<file path="src/rtl/core_mau_if.sv">
// Data-bus handshake between the memory access unit (master) and the data memory/fabric (slave).
interface core_mau_if;
    logic        dbus_req;
    logic        dbus_we;
    logic [31:0] dbus_addr;
    logic [31:0] dbus_wdata;
    logic        dbus_ack;
    logic [31:0] dbus_rdata;
    logic        dbus_err;

    modport master (
        output dbus_req, dbus_we, dbus_addr, dbus_wdata,
        input  dbus_ack, dbus_rdata, dbus_err
    );

    modport slave (
        input  dbus_req, dbus_we, dbus_addr, dbus_wdata,
        output dbus_ack, dbus_rdata, dbus_err
    );
endinterface

</file>
<file path="src/rtl/core_mau.sv">
// Memory access unit: runs EX-stage loads/stores on the data bus, stalls the pipe while
// an access is outstanding and reports misaligned, bus-error and timeout faults.
module core_mau #(
    parameter int unsigned TIMEOUT = 255
) (
    input  logic        clk,
    input  logic        rst,
    input  logic        req_ld_i,
    input  logic        req_st_i,
    input  logic [31:0] req_addr_i,
    input  logic [31:0] req_wdata_i,
    input  logic        stall_i,
    input  logic        flush_i,
    output logic        mau_halt_o,
    output logic [31:0] mau_data_o,
    output logic        mau_fault_o,
    output logic [1:0]  mau_fault_cause_o,
    output logic [31:0] mau_fault_addr_o,
    core_mau_if.master  dbus
);

    localparam logic [1:0] S_IDLE  = 2'd0;
    localparam logic [1:0] S_BUSY  = 2'd1;
    localparam logic [1:0] S_DONE  = 2'd2;
    localparam logic [1:0] S_FAULT = 2'd3;

    localparam logic [1:0] C_MISALIGN = 2'd1;
    localparam logic [1:0] C_BUSERR   = 2'd2;
    localparam logic [1:0] C_TIMEOUT  = 2'd3;

    localparam logic [7:0] TMO_LAST = 8'(TIMEOUT - 1);

    logic [1:0]  state_q, state_d;
    logic        req_q, req_d;
    logic        we_q, we_d;
    logic [31:0] addr_q, addr_d;
    logic [31:0] wdata_q, wdata_d;
    logic [31:0] data_q, data_d;
    logic [1:0]  cause_q, cause_d;
    logic [31:0] faddr_q, faddr_d;
    logic [7:0]  cnt_q, cnt_d;
    logic        cancel_q, cancel_d;

    logic accept;
    logic cancel;

    always_comb begin
        state_d  = state_q;
        req_d    = req_q;
        we_d     = we_q;
        addr_d   = addr_q;
        wdata_d  = wdata_q;
        data_d   = data_q;
        cause_d  = cause_q;
        faddr_d  = faddr_q;
        cnt_d    = cnt_q;
        cancel_d = cancel_q;

        accept = ((state_q == S_IDLE) || (state_q == S_DONE)) &&
                 (req_ld_i || req_st_i) && !stall_i && !flush_i;
        // A flush arriving in the completing cycle cancels just like an earlier one.
        cancel = cancel_q || flush_i;

        case (state_q)
            S_BUSY: begin
                if (dbus.dbus_err) begin
                    req_d = 1'b0;
                    if (cancel) begin
                        state_d = S_IDLE;
                    end else begin
                        state_d = S_FAULT;
                        cause_d = C_BUSERR;
                        faddr_d = addr_q;
                    end
                end else if (dbus.dbus_ack) begin
                    req_d = 1'b0;
                    if (cancel) begin
                        state_d = S_IDLE;
                    end else begin
                        state_d = S_DONE;
                        if (!we_q) begin
                            data_d = dbus.dbus_rdata;
                        end
                    end
                end else if (cnt_q == TMO_LAST) begin
                    req_d = 1'b0;
                    if (cancel) begin
                        state_d = S_IDLE;
                    end else begin
                        state_d = S_FAULT;
                        cause_d = C_TIMEOUT;
                        faddr_d = addr_q;
                    end
                end else begin
                    cnt_d    = cnt_q + 8'd1;
                    cancel_d = cancel;
                end
            end
            default: begin
                if (accept) begin
                    if (req_addr_i[1:0] == 2'b00) begin
                        state_d  = S_BUSY;
                        req_d    = 1'b1;
                        we_d     = req_st_i;
                        addr_d   = req_addr_i;
                        wdata_d  = req_wdata_i;
                        cnt_d    = '0;
                        cancel_d = 1'b0;
                    end else begin
                        state_d = S_FAULT;
                        cause_d = C_MISALIGN;
                        faddr_d = req_addr_i;
                    end
                end else begin
                    state_d = S_IDLE;
                end
            end
        endcase
    end

    always_ff @(posedge clk or negedge rst) begin
        if (!rst) begin
            state_q  <= S_IDLE;
            req_q    <= 1'b0;
            we_q     <= 1'b0;
            addr_q   <= '0;
            wdata_q  <= '0;
            data_q   <= '0;
            cause_q  <= '0;
            faddr_q  <= '0;
            cnt_q    <= '0;
            cancel_q <= 1'b0;
        end else begin
            state_q  <= state_d;
            req_q    <= req_d;
            we_q     <= we_d;
            addr_q   <= addr_d;
            wdata_q  <= wdata_d;
            data_q   <= data_d;
            cause_q  <= cause_d;
            faddr_q  <= faddr_d;
            cnt_q    <= cnt_d;
            cancel_q <= cancel_d;
        end
    end

    assign mau_halt_o        = (state_q == S_BUSY);
    assign mau_fault_o       = (state_q == S_FAULT);
    assign mau_data_o        = data_q;
    assign mau_fault_cause_o = cause_q;
    assign mau_fault_addr_o  = faddr_q;

    assign dbus.dbus_req   = req_q;
    assign dbus.dbus_we    = we_q;
    assign dbus.dbus_addr  = addr_q;
    assign dbus.dbus_wdata = wdata_q;

endmodule

</file>
<file path="src/flat_wrapper.sv">
// flat-port wrapper written by rule: the top's interface ports become plain ports
module core_mau_flat 
#(
    parameter int unsigned TIMEOUT = 255
)
  (clk, rst, req_ld_i, req_st_i, req_addr_i, req_wdata_i, stall_i, flush_i, mau_halt_o, mau_data_o, mau_fault_o, mau_fault_cause_o, mau_fault_addr_o, dbus_dbus_req, dbus_dbus_we, dbus_dbus_addr, dbus_dbus_wdata, dbus_dbus_ack, dbus_dbus_rdata, dbus_dbus_err);
  core_mau_if dbus_i ();
  input  logic clk;
  input  logic rst;
  input  logic req_ld_i;
  input  logic req_st_i;
  input  logic [31:0] req_addr_i;
  input  logic [31:0] req_wdata_i;
  input  logic stall_i;
  input  logic flush_i;
  output logic mau_halt_o;
  output logic [31:0] mau_data_o;
  output logic mau_fault_o;
  output logic [1:0] mau_fault_cause_o;
  output logic [31:0] mau_fault_addr_o;
  output wire logic [$bits(dbus_i.dbus_req)-1:0] dbus_dbus_req;
  output wire logic [$bits(dbus_i.dbus_we)-1:0] dbus_dbus_we;
  output wire logic [$bits(dbus_i.dbus_addr)-1:0] dbus_dbus_addr;
  output wire logic [$bits(dbus_i.dbus_wdata)-1:0] dbus_dbus_wdata;
  input wire logic [$bits(dbus_i.dbus_ack)-1:0] dbus_dbus_ack;
  input wire logic [$bits(dbus_i.dbus_rdata)-1:0] dbus_dbus_rdata;
  input wire logic [$bits(dbus_i.dbus_err)-1:0] dbus_dbus_err;
  assign dbus_dbus_req = dbus_i.dbus_req;
  assign dbus_dbus_we = dbus_i.dbus_we;
  assign dbus_dbus_addr = dbus_i.dbus_addr;
  assign dbus_dbus_wdata = dbus_i.dbus_wdata;
  assign dbus_i.dbus_ack = dbus_dbus_ack;
  assign dbus_i.dbus_rdata = dbus_dbus_rdata;
  assign dbus_i.dbus_err = dbus_dbus_err;
  core_mau #(.TIMEOUT(TIMEOUT)) u_core (.clk(clk), .rst(rst), .req_ld_i(req_ld_i), .req_st_i(req_st_i), .req_addr_i(req_addr_i), .req_wdata_i(req_wdata_i), .stall_i(stall_i), .flush_i(flush_i), .mau_halt_o(mau_halt_o), .mau_data_o(mau_data_o), .mau_fault_o(mau_fault_o), .mau_fault_cause_o(mau_fault_cause_o), .mau_fault_addr_o(mau_fault_addr_o), .dbus(dbus_i));
endmodule
</file>
<file path="config.mk">
export PLATFORM = sky130hd
export DESIGN_NAME = core_mau_flat
export DESIGN_NICKNAME = d
export VERILOG_FILES = /design/src/rtl/core_mau_if.sv /design/src/rtl/core_mau.sv /design/src/flat_wrapper.sv
export SDC_FILE = /design/constraint.sdc
export NUM_CORES = 1
export LEC_CHECK = 0
export CORE_MARGIN = 1.5
export CORE_UTILIZATION = 43
export CTS_BUF_LIST = sky130_fd_sc_hd__clkbuf_4 sky130_fd_sc_hd__clkbuf_8 sky130_fd_sc_hd__clkbuf_16
export DETAILED_ROUTE_END_ITERATION = 8
export PLACE_DENSITY = 0.8
export SLEW_MARGIN = 20
export SYNTH_ARGS = -nofsm -noshare
export SYNTH_HDL_FRONTEND = slang
export SYNTH_SLANG_ARGS = --single-unit
</file>
<file path="constraint.sdc">
create_clock -name clk -period 2.28 [get_ports clk]
set_input_delay 0.228 -clock clk [delete_from_list [all_inputs] [get_ports clk]]
set_output_delay 0.228 -clock clk [all_outputs]
set_load 0.1 [all_outputs]
</file>
[Word-level counts from Yosys, hierarchy flattened]
Cells that the tools add are included.
W data, S select, Z words.
Storage, ports and cells
  output and inout bits: 134
  input port bits: 104
  logic and storage cells: 86
  register bits after elaboration: 143
Cells by class
  reduce and logical (&&, ||, !) cells: 18
  bitwise operators: 4
  equal/unequal tests: 12
  multiplexer cells: 41
  add/sub/neg operators: 1
Operators with widths (number)
  $mux W32: 7
  $mux W8: 6
  $mux W2: 16
  $reduce_and A5 Y1: 3
  $mux W1: 12
  $ne A2 B2 Y1 const B: 5
  $add A8 B1 Y8 const B: 1
  $eq A8 B8 Y1 const B: 1
  $reduce_and A3 Y1: 2
  $eq A2 B2 Y1 const B: 2
  $logic_not A2 Y1: 2
  $ne A4 B1 Y1 const B: 1
  $not A1 Y1: 4
  $reduce_and A4 Y1: 1
  $reduce_bool A2 Y1: 2
  $logic_and A1 B1 Y1: 3
  $logic_or A1 B1 Y1: 3
  $ne A3 B1 Y1 const B: 1
  $ne A3 B2 Y1 const B: 1
  $eq A2 B1 Y1 const B: 1
  $logic_not A1 Y1: 2

[Depth between registers and ports, before layout]
Gate-level depths: netlist of run 1.
  depth in word-level cells: 7
  gate-level depth with buffers: 7
  depth with buffers taken out: 6

[Worst setup path after synthesis of run 1]
No wires, ideal clock.
  path type: register -> register
  start point: register u_core.state_q[0]
  end point: register u_core.faddr_q[10] (netlist: u_core.mau_fault_addr_o[10])
  setup time: 80 ps
  required time: 2200 ps
  data arrival time: 2417 ps
  setup slack: -216 ps
  period minus slack after synthesis: 2496 ps
  stages on the path, launching flop included: 7
  buffers on the path: 1
  cell sequence: dfrtp_1 or2b_1 clkinv_1 o21a_1 a211oi_4 buf_6 a2bb2oi_1
On the way
  elaborated cells between the ends (all ways): 13
  those cells by class: eq/ne: 5; mux: 1; reduce/logical: 7
RTL lines
  start: declaration: line core_mau.sv:33  | logic [1:0] state_q, state_d;
  start signal: assignment: line core_mau.sv:134  | state_q <= state_d;
  $eq A2 B1 Y1 (*)
  via mau_halt_o: line flat_wrapper.sv:16  | output logic mau_halt_o;
  $ne A3 B1 Y1 (no line), or another cell as far along
  $reduce_and A4 Y1 (no line)
  end signal: assignment: line core_mau.sv:141  | faddr_q <= faddr_d;
  end: declaration: line core_mau.sv:40  | logic [31:0] faddr_q, faddr_d;
The timed path passes the listed nets; every way through them passes the cells marked *.
A chain may end at the register's enable or synchronous reset.

[Worst setup path after layout of run 1]
  start point: register u_core.state_q[0]
  end point: register u_core.we_q (netlist: u_core.dbus.dbus_we)
On the way
  word-level cells in the longest chain between the ends: 6
  elaborated cells between the ends (all ways): 9
  those cells by class: eq/ne: 2; bitwise: 1; reduce/logical: 6
RTL lines
  $eq A2 B2 Y1 or $logic_not A2 Y1 (tied branches): line core_mau.sv:59  | accept = ((state_q == S_IDLE) || (state_q == S_DONE)) &&
  $logic_or A1 B1 Y1: line core_mau.sv:59
  $logic_and A1 B1 Y1: line core_mau.sv:59
  $logic_and A1 B1 Y1 (2 in series): line core_mau.sv:60  | (req_ld_i || req_st_i) && !stall_i && !flush_i;
  $reduce_and A3 Y1 (no line) (*)
  end signal: assignment: line core_mau.sv:136  | we_q <= we_d;
  end: declaration: line core_mau.sv:35  | logic we_q, we_d;
Mark *: on every way between the ends. The rest lies on a longest branch, timed or not.

==> results.toml, run 1 <==
[run_status]
status = "finished, final reports clean"

[cells_and_area]
layout-drive-gt1-share = 0.441
diodes = 0
fin_util = 0.658
fill_cells = 1003
fin_nets = 759
area_growth_syn_to_layout_pct = 48.2

[setup_path]
worstReg2RegStart = "u_core.state_q[0]"
endpoint_kind = "flip-flop"
worstRegToRegCells = 4
rrSetupSlack_ns = 0.16
cp_data_arrival_time_ns = 2.41
reg2reg_to = "u_core.dbus.dbus_we"
start_kind = "flip-flop"
crit_required_ns = 2.57
critical_path_class = "flip-flop to flip-flop"
worst-path-max-fanout = 42

[clock_tree]
cts.sinks = 143
clk_latency_ns = 0.42
cts_tree = "yes"
postCtsSetupBuffers = 0
cts_resized = 0
root_buffer = "clkbuf_16"
cts.clk_slew.worst_paths_ns = 0.06
htreeDepth = 4
cts_max_path_buffers = 2
numCtsBuffers = 17

[global_route]
antenna_found_initial = 0
grt_pass1_wl_um = 25400
grt_overflow = 0
grt_pass1_vias = 4734
grt_max_degree = 72
grt_usage = 0.227

[synth]
syn_area_per_cell_um2 = 14.9
synth.area.top_cells = "dfrtp_1, mux2_2, mux2_4"
synth-edff-count = 0
synth_cell_type_count = 45
synth_seq_cells = 143
ys.flop_type = "dfrtp_1"
synthesis.instances = 399
synthesis.nets = 505
synth_top_area_frac = 0.603
async_flop_share = 1.00
ys_warn_count = 0
yosysTopAreaCell = "dfrtp_1"
yosysMostFrequentCell = "dfrtp_1"
synth_common_cells = "dfrtp_1, mux2_2, o22ai_1"
syn_area_um2 = 5930
yosysSeqAreaShare = 0.603

[floorplan]
core-area_um2 = 13300
rows = 42
die_w_um = 120
die_area_um2 = 14500
start_util = 0.444
ios = 238
die_h_um = 120

[placed_design]
port_buffers = 237
gp_congestion = 0.805
dpl.hpwl_um = 11400

[routing]
drt-initial-drc-count = 202
drc = 0
num_vias = 4468
wl_per_cell_um = 19.0
drtAntennaViolNets = 0
drt_wl_total_um = 16000
first_pass_iters = 4
via_per_inst = 5.31

[sta]
tightest_slew_ns = 0.645
relSlewSlack = 0.570
finClkSkew_ns = 0.0121
max_clock_freq_mhz = 472
finalCriticalPeriod_ns = 2.12
slew_violations = 0
finalSetupViolations = 0
hold_ws_ns = 0.401
rsz0062_at_grt = "false"
fin_crit_sh = 0.930
hold_violations = 0

[flow_run]
drv_cap = 0

[worst_hold_path]
hold_path_class = "primary input to async pin"
[placed cells by master (no fill, tap or decap), types with 2 or more instances in the layout]
master           instances
buf_4                  150
dfrtp_1                143
clkdlybuf4s50_1        102
mux2_2                  65
o22ai_1                 33
a2bb2oi_1               32
mux2_4                  30
clkbuf_16               17
clkinv_2                 7
nor2_1                   7
buf_12                   6
and3_1                   5
nand3_1                  5
a211o_1                  5
inv_1                    4
nor2b_1                  3
a21o_1                   3
nand2_1                  3
nor3b_1                  3
nor3_1                   3
clkinv_4                 3
o31ai_1                  2
o22a_1                   2
o21ai_0                  2
ha_1                     2
clkinvlp_4               2
clkbuf_8                 2
inv_6                    2
[metal layers]
| metal | share of wire | track usage |
|---|---|---|
| met1 | 0.41 | 0.283 |
| met3 | 0.088 | 0.0811 |
| met5 | 0 | 0 |
| met4 | 0.018 | 0.0794 |
| met2 | 0.48 | 0.366 |
[per-stage QoR]
stage               setup slack, ns  TNS (ns)  area [um^2]  instances
CTS                           0.141         0         8790        842
global route                 0.0738         0         8790        842
global placement             -0.111     -9.03         8240        809
floorplan                     0.231         0         5930        399
finish                        0.160         0         8790        842
detailed placement           -0.145    -11.26         8240        809
[flip-flops by register name, summed over array words and instances (netlist names)]
name,flops
u_core.dbus.dbus_addr,32
u_core.mau_fault_cause_o,2
u_core.cnt_q,8
u_core.state_q,2
u_core.dbus.dbus_wdata,32
u_core.dbus.dbus_we,1
u_core.dbus.dbus_req,1
u_core.mau_data_o,32
u_core.cancel_q,1
u_core.mau_fault_addr_o,32
[cell families after synthesis]
family	synth area share
fa+ha+maj	0.00422
flops	0.603
simple gates	0.0416
buf+inv	0.0375
mux	0.199
compound gates	0.114
[cell type report]
type	instances	area (um^2)	share of cell area
clock buffer	19	453	0.0515
clock inverter	13	88.8	0.0101
inverter	5	20.0	0.00228
multi-input combinational	226	2140	0.243
sequential	143	3580	0.407
tap	176	220	0.0251
timing repair buffer	260	2290	0.260
[worst max path at each step]
stage                                 start                     endpoint  slack, ns
final                     u_core.state_q[0]          u_core.dbus.dbus_we       0.16
after global routing      u_core.state_q[0]   u_core.dbus.dbus_wdata[16]       0.07
after CTS                 u_core.state_q[0]          u_core.dbus.dbus_we       0.14
after detailed placement            flush_i          u_core.dbus.dbus_we      -0.14
after global placement              flush_i   u_core.dbus.dbus_wdata[20]      -0.11
after floorplan           u_core.state_q[0]  u_core.mau_fault_addr_o[10]       0.23
[repair_timing]
action	CTS	global route
hold endpoints to repair	68	0
endpoints found under the setup margin	0	0
hold buffers	1	0
[critical path, stage by stage, from the launching register on]
cell and delay, ns:
dfrtp_1 0.42, or4_1 0.64, nor3_4 0.26, buf_12 0.26, mux2_2 0.38
Power of run 1 is left out: the tool's default activity adds up to more than one toggle a clock period on the data nets, which glitch-free logic cannot reach.
==> run 2, diff against run 1 <==
- CTS_CLUSTER_SIZE: not set -> 30
==> results of run 2 <==
No change in the layout: final DEF, timing and power equal those of run 1.
Power of run 2 is left out for the same reason.
==> run 3, diff against run 2 <==
- CTS_CLUSTER_SIZE: 30 -> 24
- SLEW_MARGIN: 20 -> not set
==> results of run 3 <==
No change in the layout: final DEF, timing and power equal those of run 1.
Power of run 3 is left out for the same reason.
